### config.mk
export PLATFORM = sky130hd
export DESIGN_NAME = reg_file_mp
export DESIGN_NICKNAME = d
export VERILOG_FILES = /design/src/rtl/reg_file_mp.sv
export SDC_FILE = /design/constraint.sdc
export NUM_CORES = 2
export LEC_CHECK = 0
export ABC_CLOCK_PERIOD_IN_PS = 2950
export BUFFER_PORTS_ARGS = -buffer_cell sky130_fd_sc_hd__buf_4
export CAP_MARGIN = 0
export CORE_MARGIN = 3
export CORE_UTILIZATION = 30
export CTS_CLUSTER_DIAMETER = 120
export DETAILED_ROUTE_END_ITERATION = 10
export GPL_ROUTABILITY_DRIVEN = 0
export SETUP_SLACK_MARGIN = 0.2
export SLEW_MARGIN = 20
export SYNTH_ARGS = -nofsm -noshare
export SYNTH_HDL_FRONTEND = slang
export SYNTH_SLANG_ARGS = --single-unit
### constraint.sdc
create_clock -name clk -period 2.95 [get_ports clk]
set_input_delay 0.295 -clock clk [delete_from_list [all_inputs] [get_ports clk]]
set_output_delay 0.295 -clock clk [all_outputs]
set_load 0.005 [all_outputs]
### src/rtl/reg_file_mp.sv
`default_nettype none
// ============================================================================
// Module   : reg_file_mp
// Brief    : Multi-port register file (NUM_READ reads, 2 writes) with a
//            per-entry pending scoreboard; r0 hardwired to zero.
//            Optional write-through forwarding: define REG_FILE_BYPASS_EN.
// Revision : 1.0 - initial release
// ============================================================================
module reg_file_mp #(
    parameter int LEN_REG_FILE_ADDR = 5,
    parameter int SIZE_REG_FILE     = 32,
    parameter int LEN_WORD          = 32,
    parameter int NUM_READ          = 2
) (
    input  logic                                  clk,
    input  logic                                  reset,
    input  logic                                  write_en_1,
    input  logic [LEN_REG_FILE_ADDR-1:0]          dst_1,
    input  logic [LEN_WORD-1:0]                   write_data_1,
    input  logic                                  write_en_2,
    input  logic [LEN_REG_FILE_ADDR-1:0]          dst_2,
    input  logic [LEN_WORD-1:0]                   write_data_2,
    input  logic                                  reserve_en,
    input  logic [LEN_REG_FILE_ADDR-1:0]          reserve_dst,
    input  logic [NUM_READ*LEN_REG_FILE_ADDR-1:0] src,
    output logic [NUM_READ*LEN_WORD-1:0]          read_data,
    output logic [NUM_READ-1:0]                   read_pending
);

    localparam logic [31:0] c_SIZE_U = SIZE_REG_FILE;

    logic [LEN_WORD-1:0]      mem_q [SIZE_REG_FILE];
    logic [LEN_WORD-1:0]      mem_d [SIZE_REG_FILE];
    logic [SIZE_REG_FILE-1:0] pending_q;
    logic [SIZE_REG_FILE-1:0] pending_d;

    // Register 0 and addresses beyond the array are never stored or reserved.
    function automatic logic addr_ok(input logic [LEN_REG_FILE_ADDR-1:0] a);
        return (a != '0) && (32'(a) < c_SIZE_U);
    endfunction

    logic w_wr1_ok;
    logic w_wr2_ok;
    logic w_rsv_ok;

    assign w_wr1_ok = write_en_1 && addr_ok(dst_1);
    assign w_wr2_ok = write_en_2 && addr_ok(dst_2);
    assign w_rsv_ok = reserve_en && addr_ok(reserve_dst);

    // Port 2 is applied after port 1 so it wins on a shared address; the
    // reservation is applied last so a newer producer keeps the entry pending.
    always_comb begin
        mem_d     = mem_q;
        pending_d = pending_q;
        if (w_wr1_ok) begin
            mem_d[dst_1]     = write_data_1;
            pending_d[dst_1] = 1'b0;
        end
        if (w_wr2_ok) begin
            mem_d[dst_2]     = write_data_2;
            pending_d[dst_2] = 1'b0;
        end
        if (w_rsv_ok) begin
            pending_d[reserve_dst] = 1'b1;
        end
    end

    always_ff @(posedge clk) begin
        if (reset) begin
            for (int i = 0; i < SIZE_REG_FILE; i++) begin
                mem_q[i] <= '0;
            end
            pending_q <= '0;
        end else begin
            mem_q     <= mem_d;
            pending_q <= pending_d;
        end
    end

    for (genvar k = 0; k < NUM_READ; k++) begin : g_read
        logic [LEN_REG_FILE_ADDR-1:0] w_src;
        logic                         w_ok;
        logic [LEN_WORD-1:0]          w_stored;
        logic                         w_stored_pend;

        assign w_src         = src[k*LEN_REG_FILE_ADDR +: LEN_REG_FILE_ADDR];
        assign w_ok          = addr_ok(w_src);
        assign w_stored      = w_ok ? mem_q[w_src] : '0;
        assign w_stored_pend = w_ok ? pending_q[w_src] : 1'b0;

`ifdef REG_FILE_BYPASS_EN
        // A same-cycle writeback resolves the hazard before it is stored.
        always_comb begin
            read_data[k*LEN_WORD +: LEN_WORD] = w_stored;
            read_pending[k]                   = w_stored_pend;
            if (w_wr2_ok && (dst_2 == w_src)) begin
                read_data[k*LEN_WORD +: LEN_WORD] = write_data_2;
                read_pending[k]                   = 1'b0;
            end else if (w_wr1_ok && (dst_1 == w_src)) begin
                read_data[k*LEN_WORD +: LEN_WORD] = write_data_1;
                read_pending[k]                   = 1'b0;
            end
        end
`else
        assign read_data[k*LEN_WORD +: LEN_WORD] = w_stored;
        assign read_pending[k]                   = w_stored_pend;
`endif
    end

endmodule
`default_nettype wire

==> flow_metrics.py <==
metrics = {
    "status": {
        "status": "complete, but fails checks",
        "violations": "setup timing",
    },
    "placement": {
        "dp_hpwl_um": 199000,
        "portBuffers": 159,
        "post_dp_cell_area_um2": 69200,
    },
    "sta": {
        "post-route-min-period_ns": 3.02,
        "finalClockSkew_ns": 0,
        "holdWs_ns": 0.0347,
        "max_freq_mhz": 331,
        "setup_violations": 6,
        "drv_slew": 0,
        "slew_headroom_pct": 25.9,
        "worst_slack_ns": -0.0738,
        "grt_setup_unrepaired": "true",
        "worst_pin_slew_ns": 1.11,
        "finalCritPeriodShare_pct": 103,
        "hold_violations": 0,
        "tns_ns": -0.231,
    },
    "power_and_ir_drop": {
        "irDropWorstVdd_mv": 0.477,
        "pwr_density_cell_nw_per_um2": 461,
        "power_mw": 35.5,
        "leakage_nw": 25.5,
    },
    "job": {
        "maxCapViolations": 0,
    },
    "cts": {
        "clk_pin_slew_worst_paths_ns": 0.07,
        "root_buffer": "clkbuf_16",
        "h-tree-depth": 3,
        "numCtsBuffers": 108,
        "cts_tree": "done",
        "clock_path_buffers": 3,
        "clock_sinks": 1056,
        "worstSkewPairLatency_ns": 0.77,
    },
    "global_routing": {
        "grt.total_usage_pct": 27.8,
        "grt_antenna_before_repair": 32,
        "grt_pass1_wl_um": 453000,
        "grt_pass1_vias": 65350,
        "grt_max_degree": 98,
        "overflow": 0,
    },
    "synth": {
        "syn_area_um2": 63000,
        "synth_warnings": 0,
        "syn_area_per_cell_um2": 8.40,
        "synth_cells": 7494,
        "synth_flop_cell": "dfxtp_1",
        "synth_cell_types": 45,
        "syn-num-nets": 7588,
        "synth-async-reset-ratio_pct": 0,
        "synth_seq_cells": 1056,
        "synth-seq-area-share_pct": 33.6,
        "synth-edff-count": 0,
    },
    "routing": {
        "avgViaCountPerCell": 6.58,
        "drcViolationCount": 0,
        "ant_nets": 0,
        "dr.first_iter.drc_count": 9847,
        "drt-total-wl_um": 312000,
        "drtPass1Iterations": 8,
        "wl_per_cell_um": 30.5,
        "vias": 67480,
    },
    "finish": {
        "final_common_cell": "nand2_1",
        "final_area_um2": 77000,
        "syn_to_final_growth_pct": 22.3,
        "drive_gt1_share_pct": 25.2,
        "fin_util_pct": 37.0,
        "final_nets": 7445,
        "final_cell_mix": "nand2_1, nor2_1, a311oi_1",
    },
    "setup_path": {
        "cp-start-kind": "flop",
        "rr_worst_depth": 4,
        "crit_type": "reg2out",
        "worst_setup_path_end_kind": "primary output",
        "worstPathRequired_ns": 2.65,
        "cp.arrival_ns": 2.73,
        "critPathMaxFanout": 3,
    },
    "floorplan": {
        "row_count": 167,
        "die-height_um": 464,
        "pin_count": 160,
        "start_util_pct": 30.3,
        "core_um2": 208000,
        "die_w_um": 464,
        "die_area_um2": 215000,
    },
    "min_path": {
        "worstHoldPathCells": 3,
        "hp-class": "in2reg",
    },
}
[logic make-up (layout without fill, tap and decap cells)]
group,count (synthesis),in the layout,share of synthesized area (%)
buffers and inverters,1009,959,6.72
AOI/OAI and AO/OA,1367,1367,18.3
DFF,1056,1056,33.6
other,0,24,0
muxes,737,737,19.8
and+or+nand+nor,3325,3325,21.6
[final cells by class]
type / count / area, um2
fill: 20369 / 131000
sequential: 1056 / 21400
clock buffer: 165 / 3300
tap: 2788 / 3490
inverter: 2 / 7.51
clock inverter: 38 / 616
timing repair buffer: 754 / 7760
antenna: 24 / 60.1
multi-input combinational: 5429 / 40300
[routing by layer]
metal	global-route usage, %	vias up	wire length [um]
li1	-	27407	-
met1	32.9	32659	107000
met2	42.0	5607	135000
met3	7.00	1799	38000
met4	24.0	8	32800
met5	0	-	52
[worst max-delay path: stages, from the launching register on]
cell       delay (ns)
dfxtp_2          0.33
mux4_2           0.48
a22o_4           0.30
a2111oi_4        0.26
buf_4            0.19
a311oi_2         0.05
clkbuf_16        0.23
buf_6            0.13
[registers in the layout, summed over array words and instances (netlist names)]
| signal | cells |
|---|---|
| pending_q | 32 |
| mem_q | 1024 |
[Yosys cell counts, drive strengths merged (3+ instances only)]
cell     number  area [um2]
a21oi        35         175
and4b         6        60.1
a31oi         9        56.3
nor2b        82         513
and3          6        37.5
nor2       1046        3930
mux2         45         507
nor3         48         240
mux2i       290        2900
o22ai        67         419
nor4         10        62.6
nand2b        7        43.8
nor4b         3        38.8
buf         258        1410
and4bb        6        75.1
o32ai        16         140
a22oi        81         608
clkbuf      749        2810
a211oi       19         143
nand3       464        2320
o221ai        3        26.3
dfxtp      1056       21100
a2111oi      53         464
a311oi     1000        8760
mux4        402        9050
and2         23         144
a22o         50         438
a221oi        3        26.3
nand2      1613        6050
a32oi        31         272
[what timing repair did]
action,CTS,global route
setup buffers,52,8
endpoints found under the setup margin,65,64
cloned,1,0
resized for setup,508,174
hold buffers,43,0
hold endpoints to repair,230,0
pin swaps,130,44
[report_power, final]
part           switching (mW)  total, mW  internal, mW
Sequential              0.229       14.8          14.5
Combinational            3.27       5.09          1.82
Clock                    6.58       15.7          9.08
Total                    10.1       35.5          25.4
[per-stage QoR]
stage / instances / setup WS [ns]
2_1_floorplan: 7494 / 0.606
3_3_place_gp: 9924 / -1.32
3_5_place_dp: 9925 / -0.394
4_1_cts: 10224 / -0.0726
5_1_grt: 10251 / -0.0810
6_report: 10256 / -0.0738
[worst paths after layout]
kind                                              from                     end  slack (ns)
worst max-delay path             mem_q[515]$_SDFF_PP0_            read_data[3]       -0.07
worst min-delay path                   write_data_2[3]   mem_q[451]$_SDFF_PP0_        0.03
worst max register to register   mem_q[518]$_SDFF_PP0_   mem_q[518]$_SDFF_PP0_        1.57
worst min register to register  mem_q[1014]$_SDFF_PP0_  mem_q[1014]$_SDFF_PP0_        0.48
Note: power is estimated with default switching activity, not from simulation.
